### src/rtl/word_scroll_scheduler.sv
// word_scroll_scheduler
// Conditions the Next/Prev buttons and the auto-play switch, then decides when
// to pulse nextWord/prevWord for the sentence display controller. In auto mode
// a dwell timer advances one word per DWELL_CYCLES, either stopping on the
// last word or wrapping when loop is set.
module word_scroll_scheduler #(
  parameter int DEBOUNCE_CYCLES = 1_000_000,
  parameter int DWELL_CYCLES    = 100_000_000
) (
  input  logic       clk,
  input  logic       reset,
  input  logic       btnNext,
  input  logic       btnPrev,
  input  logic       autoMode,
  input  logic       loop,
  input  logic [2:0] wordIndex,
  output logic       nextWord,
  output logic       prevWord,
  output logic       autoActive,
  output logic       autoDone
);

  localparam int DB_W = ($clog2(DEBOUNCE_CYCLES) < 1) ? 1 : $clog2(DEBOUNCE_CYCLES);
  localparam int DW_W = ($clog2(DWELL_CYCLES) < 1) ? 1 : $clog2(DWELL_CYCLES);
  localparam logic [DB_W-1:0] DB_LAST = DB_W'(DEBOUNCE_CYCLES - 1);
  localparam logic [DW_W-1:0] DW_LAST = DW_W'(DWELL_CYCLES - 1);

  typedef enum logic [1:0] {MANUAL, AUTO, DONE} state_t;

  // bit 0 = Next, bit 1 = Prev, bit 2 = auto-play switch
  logic [2:0] raw_in;
  logic [2:0] sync1_reg;
  logic [2:0] sync2_reg;
  // Fills with ones after reset; sync2_reg only reflects the pins once vld_reg[1] is set
  logic [1:0] vld_reg;
  logic [1:0] press;

  state_t          state_reg;
  logic [DW_W-1:0] dwell_cnt_reg;
  logic            hold_next_reg;
  logic            hold_prev_reg;
  logic            hold_exp_reg;

  logic new_next, new_prev;
  logic want_next_raw, want_prev_raw;
  logic want_next, want_prev, want_exp;
  logic manual_req, dwell_hit, blocked, auto_on;

  assign raw_in  = {autoMode, btnPrev, btnNext};
  assign auto_on = sync2_reg[2];

  // Two-flop synchronizers for all three asynchronous inputs
  always_ff @(posedge clk) begin
    if (reset) begin
      sync1_reg <= '0;
      sync2_reg <= '0;
      vld_reg   <= '0;
    end else begin
      sync1_reg <= raw_in;
      sync2_reg <= sync1_reg;
      vld_reg   <= {vld_reg[0], 1'b1};
    end
  end

  genvar gi;
  generate
    for (gi = 0; gi < 2; gi++) begin : g_btn
      logic [DB_W-1:0] cnt_reg;
      logic            level_reg;
      logic            prev_reg;
      // A button seen pressed straight out of reset stays disarmed until it is seen released
      logic            armed_reg;

      // Debounce: accept a new level only after DEBOUNCE_CYCLES consecutive disagreeing cycles
      always_ff @(posedge clk) begin
        if (reset) begin
          cnt_reg   <= '0;
          level_reg <= 1'b0;
          prev_reg  <= 1'b0;
          armed_reg <= 1'b0;
        end else begin
          prev_reg <= level_reg;
          if (vld_reg[1] && !sync2_reg[gi]) begin
            armed_reg <= 1'b1;
          end
          if (sync2_reg[gi] == level_reg) begin
            cnt_reg <= '0;
          end else if (cnt_reg == DB_LAST) begin
            level_reg <= sync2_reg[gi];
            cnt_reg   <= '0;
          end else if (cnt_reg != '1) begin
            cnt_reg <= cnt_reg + 1'b1;
          end
        end
      end

      assign press[gi] = level_reg & ~prev_reg & armed_reg;
    end
  endgenerate

  // Arbitrate fresh presses, held requests and dwell expiry for this cycle
  always_comb begin
    new_next      = press[0] & ~press[1];
    new_prev      = press[1] & ~press[0];
    want_next_raw = new_next | hold_next_reg;
    want_prev_raw = new_prev | hold_prev_reg;
    want_next     = want_next_raw & ~want_prev_raw;
    want_prev     = want_prev_raw & ~want_next_raw;
    manual_req    = want_next | want_prev;
    dwell_hit     = (state_reg == AUTO) && (dwell_cnt_reg == DW_LAST);
    want_exp      = (state_reg == AUTO) && (dwell_hit || hold_exp_reg);
    // The cycle right after a strobe is reserved so wordIndex can settle
    blocked       = nextWord | prevWord;
  end

  // Mode FSM with registered strobes, status flags, dwell timer and hold slots
  always_ff @(posedge clk) begin
    if (reset) begin
      state_reg     <= MANUAL;
      nextWord      <= 1'b0;
      prevWord      <= 1'b0;
      autoActive    <= 1'b0;
      autoDone      <= 1'b0;
      dwell_cnt_reg <= '0;
      hold_next_reg <= 1'b0;
      hold_prev_reg <= 1'b0;
      hold_exp_reg  <= 1'b0;
    end else begin
      nextWord <= 1'b0;
      prevWord <= 1'b0;
      if (blocked) begin
        hold_next_reg <= want_next;
        hold_prev_reg <= want_prev;
        hold_exp_reg  <= want_exp;
      end else begin
        hold_next_reg <= 1'b0;
        hold_prev_reg <= 1'b0;
        hold_exp_reg  <= 1'b0;
      end

      unique case (state_reg)
        MANUAL: begin
          if (!blocked) begin
            nextWord <= want_next;
            prevWord <= want_prev;
          end
          if (auto_on) begin
            state_reg     <= AUTO;
            autoActive    <= 1'b1;
            dwell_cnt_reg <= '0;
          end
        end
        AUTO: begin
          if (dwell_hit) begin
            dwell_cnt_reg <= '0;
          end else if (dwell_cnt_reg != '1) begin
            dwell_cnt_reg <= dwell_cnt_reg + 1'b1;
          end
          if (!blocked) begin
            if (manual_req) begin
              // A manual press overrides a simultaneous expiry and restarts the dwell
              nextWord      <= want_next;
              prevWord      <= want_prev;
              dwell_cnt_reg <= '0;
            end else if (want_exp) begin
              if ((wordIndex != 3'd7) || loop) begin
                nextWord <= 1'b1;
              end else begin
                state_reg  <= DONE;
                autoActive <= 1'b0;
                autoDone   <= 1'b1;
              end
            end
          end
          if (!auto_on) begin
            state_reg    <= MANUAL;
            autoActive   <= 1'b0;
            autoDone     <= 1'b0;
            hold_exp_reg <= 1'b0;
          end
        end
        DONE: begin
          if (!blocked && manual_req) begin
            nextWord      <= want_next;
            prevWord      <= want_prev;
            dwell_cnt_reg <= '0;
            state_reg     <= AUTO;
            autoActive    <= 1'b1;
            autoDone      <= 1'b0;
          end
          if (!auto_on) begin
            state_reg  <= MANUAL;
            autoActive <= 1'b0;
            autoDone   <= 1'b0;
          end
        end
        default: begin
          state_reg  <= MANUAL;
          autoActive <= 1'b0;
          autoDone   <= 1'b0;
        end
      endcase
    end
  end

endmodule

### config.mk
export PLATFORM = sky130hd
export DESIGN_NAME = word_scroll_scheduler
export DESIGN_NICKNAME = d
export VERILOG_FILES = /design/src/rtl/word_scroll_scheduler.sv
export SDC_FILE = /design/constraint.sdc
export NUM_CORES = 1
export LEC_CHECK = 0
export CAP_MARGIN = 40
export CORE_MARGIN = 5
export CORE_UTILIZATION = 64
export DETAILED_ROUTE_END_ITERATION = 10
export PLACE_DENSITY = 0.82
export SLEW_MARGIN = 10
export SYNTH_ARGS = -nofsm -noshare
export SYNTH_HDL_FRONTEND = slang
export SYNTH_SLANG_ARGS = --single-unit
### constraint.sdc
create_clock -name clk -period 5.1 [get_ports clk]
set_input_delay 1.02 -clock clk [delete_from_list [all_inputs] [get_ports clk]]
set_output_delay 1.02 -clock clk [all_outputs]
set_load 0.03 [all_outputs]
==> run metrics <==
status completed; ant diodes 0; grt ovf 0; FP Rows 30; synthesized area per cell 8.25 um2; worst endpoint required time 5400 ps; DRC 0; post-CTS setup buffer count 0; pre-CTS setup slack 1970 ps; Clock Sinks 90; placed cell areas 4700 um2; CTS buffer count 9; CTS root buffer clkbuf_8; fin area 4880 um2; reg2reg setup slack 2000 ps; max cap viols 0; Final Cycle Share 60.8%; Slew HR 42.5%; Cell Chain, Critical Path nand2_1, or2_2, a21oi_1, ha_1, o41ai_1, o31ai_1, buf_4, a21o_1, or4_1, a21oi_1; DR pass1 iterations 5; share of cells above drive strength 1 5.39%; global-route wire length before repair 16.5 mm; number of global-route vias before repair 3,682; CTS max path bufs 2; #FFs+latches synth 90; DR vias 4,168; Critical Path AT 3400 ps; Hold Path Class reg -> reg; initial core utilization 65.8%; GRT Total Usage 22.9%; Vias per Instance 6.38; commonest non-fill, non-tap cell in the layout dfxtp_1; CP Capture Type register; Non-Filler Instances 653; WL final 9.95 mm; Final WS setup 2000 ps; die extent in y 93.8 um; hold_buf cts 0; Max Fclk 323 MHz; # IOs 13; Lkg Pwr 1.46 nW; Final Power 1.22 mW; FILL cells 557; final hold violations 0; slowest stage delay, CP 540 ps; crit path to dwell_cnt_reg[16]; Die X-Extent 93.8 um; CP max stage cell or4_1; r2r startpoint g_btn[1].level_reg; pwr/cell area 251 nW/um2; cts repair resizes 0; register area share after synthesis 40.1%; Tightest Pin Transition 856 ps; depth of the most critical reg-to-reg path 10; Synth area leaders dfxtp_1, nor2_1, a21oi_1; Synth Warn # 0; TritonCTS clock tree yes; Setup crit start g_btn[1].level_reg; Post-synth EDFFs 0; syn nets 560; Hold Path Stages 1; number of H-tree levels 3; peak supply drop 230 uV; async set-reset flop share out of synthesis 0%; die area 8800 um2; Multi-input gate area 2550 um2; max reg flops 40; core area 6830 um2; FF-to-FF End dwell_cnt_reg[16]; WP depth 10; Synth top area share 40.1%; kind of cell adding the most delay to the critical path compound AO/OA/AOI/OAI gates; Tmin final 3100 ps; Total Nets Final 568; Mapped Cells 545; Post-Syn Area 4500 um2; cell mode on critical path a21oi_1; area grow syn2layout 8.57%; Max Slew Vio Count 0; Synth area leader dfxtp_1; CP Buf/Inv Count 1; fin util 71.5%; critical setup path kind reg -> reg; CP startpoint kind register; final hold slack 451 ps; routed len/inst 15.2 um; Detail Placement HPWL 6.72 mm; placed cells 638; PortBufs 12; gp weighted congestion 0.876; worst-path maximum fanout 15; clock slew at reported path FFs 90 ps; final setup vio count 0; Worst-Skew Late Latency 360 ps; TNS Setup 0 ps; RSZ-0062 raised after global routing false; DRT iter0 DRCs 326; Most used DFF post-synth dfxtp_1; Sequential Area 1800 um2; initial antenna violation count 0; largest net degree at the start of global routing 21; antenna-violating nets left 0; clk_skew 12.7 ps; Synth cell types 57; most frequent cells in the layout dfxtp_1, nor2_1, nand2_1
==> worst min path at each step <==
stage	endpoint	slack, ps	from
global route	sync2_reg[1]	470	sync1_reg[1]
CTS	sync2_reg[0]	450	sync1_reg[0]
detailed placement	sync2_reg[0]	430	sync1_reg[0]
global placement	sync2_reg[1]	420	sync1_reg[1]
finish	sync2_reg[1]	450	sync1_reg[1]
floorplan	sync2_reg[0]	410	sync1_reg[0]
==> worst reg2reg max path, delay by kind of cell, from the launching register on <==
family / cells / cell delay [ps]
AOI/OAI and AO/OA: 5 / 1220
buffers and inverters: 1 / 210
DFF: 1 / 380
and+or+nand+nor: 3 / 890
adders and majority gates: 1 / 350
==> synth_stat cells, types with 2 or more instances <==
cell type   n
nor2_1     58
nor2b_1    11
a41oi_1     3
or2_2       6
o311ai_0    3
nand4_1    21
o2111ai_1   7
o21ai_0    15
dfxtp_1    90
nor3_1     23
and4_1     10
a31oi_1     6
inv_1      15
a311oi_1    3
xor2_1     11
nor4_1     14
a2111oi_0   2
and3_1     11
nand3b_1    3
xnor2_1    20
or4_1       7
o211ai_1    5
a211oi_1   11
a21o_1      4
o21ba_2     2
clkbuf_1   19
ha_1        6
o31ai_1     8
a21oi_1    35
nand2b_1    2
or3_1      14
nand2_1    46
nor4b_1     3
nand4b_1    3
nor3b_1     5
nand3_1    21
mux2i_1     2
==> metal layers <==
metal / wire (um) / vias to the layer above / GRT usage, %
met1: 4540 / 1936 / 31.1
met2: 4530 / 183 / 35.8
met5: 0 / - / 0
li1: - / 2035 / -
met4: 164 / 0 / 9.99
met3: 716 / 14 / 3.77
==> power breakdown <==
group	switching [mW]	internal [mW]	leakage, nW
Combinational	0.0214	0.0150	0.647
Sequential	0.00437	0.708	0.727
Clock	0.238	0.238	0.0897
==> cell families (layout without fill, tap and decap cells) <==
family / count (synthesis) / after routing / share of synthesized area, %
buffers and inverters: 37 / 49 / 3.12
muxes: 3 / 3 / 0.696
DFF: 90 / 90 / 40.1
adders and majority gates: 6 / 6 / 1.67
AOI/OAI and AO/OA: 116 / 116 / 17.4
xor gates and xnor gates: 31 / 31 / 6.04
and+or+nand+nor: 262 / 262 / 31.1
==> cell type report <==
class	instances	share of cell area, %
timing repair buffer	18	3.25
tap	96	2.46
inverter	16	1.23
clock buffer	13	3.05
multi-input combinational	418	52.3
clock inverter	2	0.769
sequential	90	36.9
(Power assumes the default switching activity.)
